File: src/rtl/dm.sv
// Debug-module DMI types shared between the transport and the DM side.
package dm;

  typedef enum logic [1:0] {
    DTM_NOP   = 2'h0,
    DTM_READ  = 2'h1,
    DTM_WRITE = 2'h2
  } dtm_op_e;

  localparam logic [1:0] DTM_SUCCESS = 2'h0;
  localparam logic [1:0] DTM_ERR     = 2'h2;

  // op is kept as raw bits so the reserved encoding 2'b11 can travel on the bus
  typedef struct packed {
    logic [6:0]  addr;
    logic [1:0]  op;
    logic [31:0] data;
  } dmi_req_t;

  typedef struct packed {
    logic [31:0] data;
    logic [1:0]  resp;
  } dmi_resp_t;

endpackage

File: src/rtl/uart_pkg.sv
// UART debug transport shared definitions used by the DMI responder.
package uart_pkg;

  typedef enum logic [1:0] {
    st_idle = 2'd0,
    st_exec = 2'd1,
    st_resp = 2'd2
  } dmi_resp_state_t;

  localparam logic [6:0]  DMI_BASE_ADDR_DEFAULT = 7'h04;
  localparam int unsigned DMI_DATA_W            = 32;

endpackage

File: src/rtl/dmi_regbank.sv
// Scratch register bank behind the DMI responder: one write port, one combinational read port.
module dmi_regbank
  import uart_pkg::*;
#(
  parameter int unsigned NUM_REGS = 16,
  parameter int unsigned IDX_W    = 4
) (
  input  logic                  CLK_I,
  input  logic                  RST_NI,
  input  logic                  CLR_I,
  input  logic                  WE_I,
  input  logic [IDX_W-1:0]      IDX_I,
  input  logic [DMI_DATA_W-1:0] WDATA_I,
  output logic [DMI_DATA_W-1:0] RDATA_C
);

  logic [DMI_DATA_W-1:0] regs_q [NUM_REGS];

  // Register storage; synchronous clear wins over a write in the same cycle
  always_ff @(posedge CLK_I or negedge RST_NI) begin
    if (!RST_NI) begin
      for (int i = 0; i < int'(NUM_REGS); i++) regs_q[i] <= '0;
    end else if (CLR_I) begin
      for (int i = 0; i < int'(NUM_REGS); i++) regs_q[i] <= '0;
    end else if (WE_I) begin
      regs_q[IDX_I] <= WDATA_I;
    end
  end

  // Combinational read at the shared index
  always_comb begin
    RDATA_C = regs_q[IDX_I];
  end

endmodule

File: src/rtl/dmi_responder.sv
// DM-side DMI responder: one outstanding request, fixed latency, held response.
module dmi_responder
  import dm::*;
  import uart_pkg::*;
#(
  parameter int unsigned NUM_REGS        = 16,
  parameter logic [6:0]  BASE_ADDR       = DMI_BASE_ADDR_DEFAULT,
  parameter int unsigned RESP_LATENCY    = 2,
  parameter bit          ERR_ON_UNMAPPED = 1'b1
) (
  input  logic      CLK_I,
  input  logic      RST_NI,
  input  logic      DMI_RST_NI,
  input  logic      DMI_REQ_VALID_I,
  output logic      DMI_REQ_READY_O,
  input  dmi_req_t  DMI_REQ_I,
  output logic      DMI_RESP_VALID_O,
  input  logic      DMI_RESP_READY_I,
  output dmi_resp_t DMI_RESP_O,
  output logic      BUSY_O
);

  localparam int unsigned ADDR_W = 7;
  localparam int unsigned CNT_W  = 4;
  localparam int unsigned IDX_W  = (NUM_REGS > 1) ? $clog2(NUM_REGS) : 1;
  localparam logic [1:0]  UNMAPPED_RESP = ERR_ON_UNMAPPED ? DTM_ERR : DTM_SUCCESS;

  dmi_resp_state_t state_q;
  logic [CNT_W-1:0] cnt_q;
  dmi_req_t         req_q;
  dmi_resp_t        resp_q;
  logic             ready_q;
  logic             valid_q;
  logic             busy_q;

  logic [ADDR_W-1:0]     off_c;
  logic                  mapped_c;
  logic [IDX_W-1:0]      idx_c;
  logic                  exec_c;
  logic                  we_c;
  logic [DMI_DATA_W-1:0] rdata_c;
  dmi_resp_t             exec_resp_c;

  // Address decode and register-bank write strobe for the execute cycle
  always_comb begin
    off_c    = req_q.addr - BASE_ADDR;
    mapped_c = (off_c < ADDR_W'(NUM_REGS));
    idx_c    = off_c[IDX_W-1:0];
    exec_c   = (state_q == st_exec) && (cnt_q == '0);
    we_c     = exec_c && DMI_RST_NI && mapped_c && (req_q.op == DTM_WRITE);
  end

  // Response produced by executing the latched request
  always_comb begin
    exec_resp_c      = '0;
    exec_resp_c.resp = DTM_SUCCESS;
    case (req_q.op)
      DTM_NOP: ;
      DTM_READ: begin
        if (mapped_c) exec_resp_c.data = rdata_c;
        else          exec_resp_c.resp = UNMAPPED_RESP;
      end
      DTM_WRITE: begin
        if (mapped_c) exec_resp_c.data = req_q.data;
        else          exec_resp_c.resp = UNMAPPED_RESP;
      end
      default: exec_resp_c.resp = DTM_ERR;
    endcase
  end

  dmi_regbank #(
    .NUM_REGS (NUM_REGS),
    .IDX_W    (IDX_W)
  ) u_regbank (
    .CLK_I   (CLK_I),
    .RST_NI  (RST_NI),
    .CLR_I   (!DMI_RST_NI),
    .WE_I    (we_c),
    .IDX_I   (idx_c),
    .WDATA_I (req_q.data),
    .RDATA_C (rdata_c)
  );

  // Request/execute/response FSM with latency counter and registered handshake outputs
  always_ff @(posedge CLK_I or negedge RST_NI) begin
    if (!RST_NI) begin
      state_q <= st_idle;
      cnt_q   <= '0;
      req_q   <= '0;
      resp_q  <= '0;
      ready_q <= 1'b0;
      valid_q <= 1'b0;
      busy_q  <= 1'b0;
    end else if (!DMI_RST_NI) begin
      state_q <= st_idle;
      cnt_q   <= '0;
      req_q   <= '0;
      resp_q  <= '0;
      ready_q <= 1'b0;
      valid_q <= 1'b0;
      busy_q  <= 1'b0;
    end else begin
      case (state_q)
        st_idle: begin
          if (DMI_REQ_VALID_I && ready_q) begin
            req_q   <= DMI_REQ_I;
            cnt_q   <= CNT_W'(RESP_LATENCY);
            state_q <= st_exec;
            ready_q <= 1'b0;
            busy_q  <= 1'b1;
          end else begin
            ready_q <= 1'b1;
          end
        end
        st_exec: begin
          if (cnt_q == '0) begin
            resp_q  <= exec_resp_c;
            valid_q <= 1'b1;
            state_q <= st_resp;
          end else begin
            cnt_q <= cnt_q - CNT_W'(1);
          end
        end
        st_resp: begin
          if (DMI_RESP_READY_I) begin
            valid_q <= 1'b0;
            ready_q <= 1'b1;
            busy_q  <= 1'b0;
            state_q <= st_idle;
          end
        end
        default: begin
          state_q <= st_idle;
          ready_q <= 1'b0;
          valid_q <= 1'b0;
          busy_q  <= 1'b0;
        end
      endcase
    end
  end

  assign DMI_REQ_READY_O  = ready_q;
  assign DMI_RESP_VALID_O = valid_q;
  assign DMI_RESP_O       = resp_q;
  assign BUSY_O           = busy_q;

endmodule

File: config.mk
export PLATFORM = sky130hd
export DESIGN_NAME = dmi_responder
export DESIGN_NICKNAME = d
export VERILOG_FILES = /design/src/rtl/dm.sv /design/src/rtl/uart_pkg.sv /design/src/rtl/dmi_regbank.sv /design/src/rtl/dmi_responder.sv
export SDC_FILE = /design/constraint.sdc
export NUM_CORES = 1
export LEC_CHECK = 0
export ABC_AREA = 1
export CAP_MARGIN = 20
export CELL_PAD_IN_SITES_DETAIL_PLACEMENT = 1
export CELL_PAD_IN_SITES_GLOBAL_PLACEMENT = 2
export CORE_ASPECT_RATIO = 1.75
export CORE_MARGIN = 4
export CORE_UTILIZATION = 40
export CTS_BUF_LIST = sky130_fd_sc_hd__clkbuf_4 sky130_fd_sc_hd__clkbuf_8 sky130_fd_sc_hd__clkbuf_16
export DETAILED_ROUTE_END_ITERATION = 8
export HOLD_SLACK_MARGIN = 0.1
export PLACE_DENSITY = 0.89
export SETUP_SLACK_MARGIN = 0.05
export SLEW_MARGIN = 10
export SYNTH_ARGS = -nofsm -noshare
export SYNTH_HDL_FRONTEND = slang
export SYNTH_SLANG_ARGS = --single-unit
export TNS_END_PERCENT = 1
File: constraint.sdc
create_clock -name CLK_I -period 6.1 [get_ports CLK_I]
set_input_delay 0.915 -clock CLK_I [delete_from_list [all_inputs] [get_ports CLK_I]]
set_output_delay 0.915 -clock CLK_I [all_outputs]
set_load 0.03 [all_outputs]
# [Yosys cells after proc, flatten, opt, wreduce, memory -nomap -nowiden]
# Index checks and enable logic that the tools add are counted.
[totals] reg_bits=596 inputBits=46 out_inout_bits=37
[classes] reduce_logical=17 eq_ne=16 n_lt_le_gt_ge=3 bitwise=1 n_addsub=2 muxes=39
[ops] op="two-way mux 512 bit" count=2
[ops] op="bitwise mux 512 bit" count=1
[ops] op="two-way mux 32 bit" count=5
[ops] op="binary-select mux 32 bit (select 4 bit)" count=1
[ops] op="demux 32 bit (select 4 bit)" count=1
[ops] op="two-way mux 41 bit" count=3
[ops] op="two-way mux 34 bit" count=3
[ops] op="one-hot mux 32 bit (2 select lines)" count=1
[ops] op="two-way mux 4 bit" count=3
[ops] op="AND reduction 3 bit" count=4
[ops] op="two-way mux 2 bit" count=5
[ops] op="inequality test 2 x 1 -> 1 bit, second input constant" count=5
[ops] op="inequality test 3 bit, second input constant" count=3
[ops] op="one-hot mux 1 bit (3 select lines)" count=3
[ops] op="two-way mux 1 bit" count=8
[ops] op="one-hot mux 4 bit (2 select lines)" count=1
[ops] op="< comparator 7 x 5 -> 1 bit, second input constant" count=1
[ops] op="subtractor 7 x 3 -> 7 bit, second input constant" count=1
[ops] op="logical AND 1 bit" count=6
[ops] op="one-hot mux 2 bit (3 select lines)" count=1
[ops] op="AND reduction 2 bit" count=3
[ops] op=">= comparator 5 bit, second input constant" count=1
[ops] op="< comparator 5 x 1 -> 1 bit, second input constant" count=1
[ops] op="NOT 4 -> 5 bit" count=1
[ops] op="other kinds (10)" count=14

# [Depth between registers and ports, before layout]
[logic_depth] depth_word=10 mapped_depth=14 depth_no_buf=10

# [Hierarchy]
# A second synthesis with hierarchy kept.
[hier_totals] cells_unflattened=3861 hier_area_um2=29625.9
[modules_own_cells] mod="dmi_regbank" instances=1 seq_area_each_um2=12812.3 cells_per_inst=3348 area_per_inst_um2=25470.7
[modules_own_cells] mod="dmi_responder" instances=1 seq_area_each_um2=2077.0 cells_per_inst=513 area_per_inst_um2=4155.2

# [Least setup slack after synthesis]
# No wires, ideal clock.
[synth_timing] path_type="reg2reg" start="register req_q[36] (netlist bit)" end="register u_regbank.regs_q[183] (netlist bit)" path_stages_with_launch=15 n_path_buf=5 arrival_ns=2.337 setup_time_ns=0.130 setup_slack_ns=3.633 cell_sequence="dfrtp_1 -> buf_2 -> inv_2 -> clkbuf_1 -> ha_1 -> o21ai_0 -> nand2_1 -> nand3_2 -> nor3_4 -> buf_6 -> nand2_1 -> buf_2 -> buf_2 -> nand3_1 -> o21ai_1"
[synth_via] elab_chain_cells=9 word_cells_on_any_way=14 cone_classes="add/sub: 1; order compare: 3; eq/ne: 1; mux: 5; bitwise: 1; reduce/logical: 3"
[synth_rtl] item="start, declared" line_no="dmi_responder.sv:30" rtl="dmi_req_t req_q;"
[synth_rtl] item="start signal, assigned" line_no="dmi_responder.sv:89" rtl="req_q <= '0;"
[synth_rtl] item="start signal, assigned" line_no="dmi_responder.sv:97" rtl="req_q <= '0;"
[synth_rtl] item="start signal, assigned" line_no="dmi_responder.sv:106" rtl="req_q <= DMI_REQ_I;"
[synth_rtl] item="subtractor 7 x 3 -> 7 bit *" line_no="dmi_responder.sv:46" rtl="off_c = req_q.addr - BASE_ADDR;"
[synth_rtl] item="NOT 4 -> 5 bit (implied by the code)" line_no="dmi_regbank.sv:26" rtl="regs_q[IDX_I] <= WDATA_I;"
[synth_rtl] item=">= comparator 5 bit (implied by the code) or < comparator 5 x 1 -> 1 bit (tied branches)" line_no="dmi_regbank.sv:26"
[synth_rtl] item="logical AND 1 bit (implied by the code)" line_no="dmi_regbank.sv:26"
[synth_rtl] item="two-way mux 32 bit (implied by the code)" line_no="dmi_regbank.sv:26"
[synth_rtl] item="demux 32 bit (select 4 bit)" line_no="dmi_regbank.sv:26"
[synth_rtl] item="bitwise mux 512 bit" line_no="dmi_regbank.sv:26"
[synth_rtl] item="two-way mux 512 bit" line_no="dmi_regbank.sv:25" rtl="end else if (WE_I) begin"
[synth_rtl] item="two-way mux 512 bit" line_no="dmi_regbank.sv:23" rtl="end else if (CLR_I) begin"
[synth_rtl] item="end signal, assigned by index" line_no="dmi_regbank.sv:26"
[synth_rtl] item="end, declared" line_no="dmi_regbank.sv:17" rtl="logic [DMI_DATA_W-1:0] regs_q [NUM_REGS];"
# Mark *: on every way between the ends. The rest lies on a longest branch, timed or not. The select of a mux whose other input is x is not followed.
# A chain may end at the register's enable or synchronous reset.

# [Worst setup path in the final report]
[layout_timing] start="register req_q[36] (netlist bit)" end="register u_regbank.regs_q[307] (netlist bit)"
# Same word-level chain as after synthesis.

==> out/qor_table.md <==
| Item | This run |
|:---|:---|
| Outcome | finished clean |
| Clk sinks | 595 |
| Post-Syn Area per Cell | 7.47 um2 |
| Number of cells upsized or downsized after cts | 0 |
| Synth top area cells | dfrtp_1 (50%), nand3_1 (16%), nand2_1 (13%) |
| Die Y | 369 um |
| Via count of the first global-routing pass | 29100 |
| Total number of placement rows | 132 |
| Count of pins over their slew limit | 0 |
| Post-synth top area cell | dfrtp_1 |
| Detailed-placement wirelength estimate | 70500 um |
| Number of different library cells in the post-synthesis netlist | 31 |
| WL/cell | 24.2 um |
| Adder-cell area share of the yosys netlist | 0.379% |
| Final critical-path share of the clock period | 70.1% |
| Port Buffer Count | 81 |
| Remaining global-route overflow | 0 |
| Required time at the worst-slack endpoint | 6.60 ns |
| Via count | 27800 |
| Class of the most critical setup path | flip-flop to flip-flop |
| Setup-violating endpoint count in the final report | 0 |
| Chip Width | 214 um |
| Total clock buffers created by CTS | 58 |
| Clock tree from TritonCTS | built |
| Layout cell share with drive strength beyond 1 | 5.88% |
| GPL Wtd Cong | 0.843 |
| Fraction of the mapped netlist area in compound gates | 7.37% |
| Total Negative Setup Slacks | 0 ns |
| Starting Density | 40.3% |
| Initial antenna violation count | 1 |
| Combinational family with the most area after synthesis | simple AND/OR/NAND/NOR gates |
| Worst-path fanout max | 91 |
| Netlist area before placement | 0.0297 mm2 |
| Share of synthesized area spent on multiplexers | 0% |
| Nets | 3934 |
| Bufs on Longest Clock Path | 3 |
| Yosys warnings | 0 |
| Clock input transition at the sequential cells of the worst setup and hold paths | 0.07 ns |
| Total of max-cap violations | 0 |
| CTS Root Buffer Type | clkbuf_16 |
| Terminus of the critical flop-to-flop path | u_regbank.regs_q[307] |
| Drt drc | 0 |
| Worst rel slew slack | 25.2% |
| Cts hold-fix bufs | 0 |
| Syn Inst Count | 3982 |
| Number of setup buffers added after CTS | 0 |
| Arrival @ worst endpoint | 4.78 ns |
| Share of the yosys chip area belonging to registers | 50.1% |
| Routed vias/inst | 5.71 |
| R2R Path Start | req_q[36] |
| Leakage component of the power | 0.0164 uW |
| Top-area cell type share of the netlist area | 50.1% |
| Final Hold Violating Endpoints | 0 |
| Max IR drop VDD | 200 uV |
| Pwr Density | 278 mW/mm2 |
| Transition time at the pin with the least slew margin | 1.12 ns |
| Violation count after the first detailed-routing iteration | 2069 |
| Clock insertion delay at the later pin of the skew report | 0.65 ns |
| Synth-to-Final Area Change | 12.0% |
| Clock skew after layout | 0.0253 ns |
| H-tree depth | 2 |
| Setup slack, reg-to-reg | 1.82 ns |
| RSZ-0062 raised after global routing | false |
| Final WL | 118000 um |
| Mapped Nets | 4037 |
| Remaining antenna violation count | 0 |
| Overall global routing resource usage | 29.3% |
| Dpl ws | 1.75 ns |
| Register bit total from synthesis | 595 |
| Setup crit end | u_regbank.regs_q[307] |
| First-pass GRT wire length | 179000 um |
| Crit path from | req_q[36] |
| Number of cell instances on the worst register-to-register path | 10 |
| Maximum number of pins on one net before global-route repair | 102 |
| Worst Slack Setup Final | 1.82 ns |
| Synthesized-area fraction occupied by and/or/nand/nor cells | 33.2% |
| Fmax | 234 MHz |
| Crit path launch type | flip-flop |
| Shortest clock period the worst path allows after layout | 4.28 ns |
| Core Box Area | 0.0738 mm2 |
| CP Capture Type | flip-flop |
| Number of search-and-repair iterations in the first detailed-routing pass | 5 |
| Class of the tightest hold or removal check | primary input to async pin |
| Top Ports | 83 |
| Die ar. | 0.0790 mm2 |
| Area share of xor/xnor cells in the synthesized design | 0.0589% |
-- power by group --
group,switching [uW],internal (uW)
sequential,67.5,3980
clock,1680,2210
combinational,999,332
-- stage by stage --
| step | power [uW] | hold slack, ns | util (%) | cells | instance area (um2) |
|---|---|---|---|---|---|
| 2_1_floorplan | 4850 | 0.464 | - | 3982 | 29700 |
| 3_3_place_gp | 5430 | 0.462 | 42.2 | 4753 | 31200 |
| 3_5_place_dp | 5440 | 0.470 | 42.2 | 4753 | 31200 |
| 4_1_cts | 9310 | 0.324 | 45.0 | 4863 | 33200 |
| 5_1_grt | 9610 | 0.350 | 45.1 | 4868 | 33300 |
| 6_report | 9270 | 0.298 | 45.1 | 4868 | 33300 |
-- synth_stat cells --
library cell	instances
nand3_1	969
o41ai_1	1
o31ai_1	1
o21ai_1	82
dfrtp_1	595
nand4_1	2
o21ai_0	278
a21oi_1	5
nor2_1	243
xor2_1	1
ha_1	9
buf_6	1
buf_1	59
clkinv_1	10
nor3_1	2
or2_2	3
inv_1	353
buf_2	57
nand2_2	5
nor2_4	1
buf_4	3
a32o_1	34
a2bb2oi_1	1
clkbuf_1	199
conb_1	1
nand2_1	1059
xnor2_1	1
inv_2	3
nor3_4	1
nor3_2	2
nand3_2	1
-- flip-flops by register name (all words and copies together), names as in the netlist --
signal / flops
BUSY_O: 1
DMI_REQ_READY_O: 1
DMI_RESP_O: 33
DMI_RESP_VALID_O: 1
cnt_q: 4
req_q: 41
state_q: 2
u_regbank.regs_q: 512
-- layout by cell type (no fill, tap or decap), types with 3 or more instances in the layout --
cell type / synthesis / routed
nand2_1: 1059 / 1046
clkinvlp_4: 0 / 3
o21ai_0: 278 / 278
clkbuf_16: 0 / 61
a21oi_1: 5 / 5
nor2_2: 0 / 8
clkinv_1: 10 / 9
clkinv_2: 0 / 16
ha_1: 9 / 8
dfrtp_4: 0 / 3
dfrtp_1: 595 / 592
bufinv_16: 0 / 3
a32o_1: 34 / 34
clkbuf_8: 0 / 18
o21ai_1: 82 / 82
inv_1: 353 / 353
nand2_2: 5 / 18
nand3_1: 969 / 969
clkbuf_4: 0 / 9
buf_4: 3 / 63
or2_2: 3 / 3
clkdlybuf4s50_1: 0 / 79
nor2_4: 1 / 3
buf_12: 0 / 10
nor2_1: 243 / 233
-- cell families after synthesis --
| group | after synthesis |
|---|---|
| and+or+nand+nor | 2288 |
| buffers and inverters | 685 |
| DFF | 595 |
| AOI/OAI and AO/OA | 402 |
| adders and majority gates | 9 |
| xor gates and xnor gates | 2 |
| other | 1 |
-- area by class of cell --
class                   instances  area [um2]
fillers                      9082       40500
repair buffers                156        1550
clock buffers                  88        1840
multi-input cells            2702       12300
diodes                          1        2.50
flip-flops and latches        595       14900
well taps                     938        1170
clock inverters                22         193
inverters                     366        1380
-- routing by layer --
layer	vias to the layer above	routed length, um	GRT usage, %
li1	12600	-	-
met1	14200	44400	33.2
met2	695	60100	52.8
met3	264	4250	2.86
met4	0	9100	18.6
met5	-	0	0
-- worst min path at each step --
| stage | from | endpoint | slack [ns] | cells past startpoint |
|---|---|---|---|---|
| after floorplan | u_regbank.regs_q[67] | u_regbank.regs_q[67] | 0.46 | 2 |
| after detailed placement | DMI_RESP_O[2] | DMI_RESP_O[2] | 0.47 | 2 |
| after CTS | RST_NI | DMI_RESP_O[25] | 0.32 | 1 |
| final | RST_NI | DMI_RESP_O[25] | 0.30 | 1 |
| after global placement | DMI_RESP_O[25] | DMI_RESP_O[25] | 0.46 | 2 |
| after global routing | RST_NI | DMI_RESP_O[25] | 0.35 | 1 |
-- critical path: stages (launching register included) --
cell and delay [ns]:
dfrtp_4 0.86, inv_2 0.42, ha_1 0.35, a21oi_1 0.17, nand3_2 0.17, nor3_4 0.22, buf_12 0.40, nand2_2 0.67
buf_4 0.50, nand3_1 0.11, o21ai_0 0.10
(Power assumes the default switching activity.)
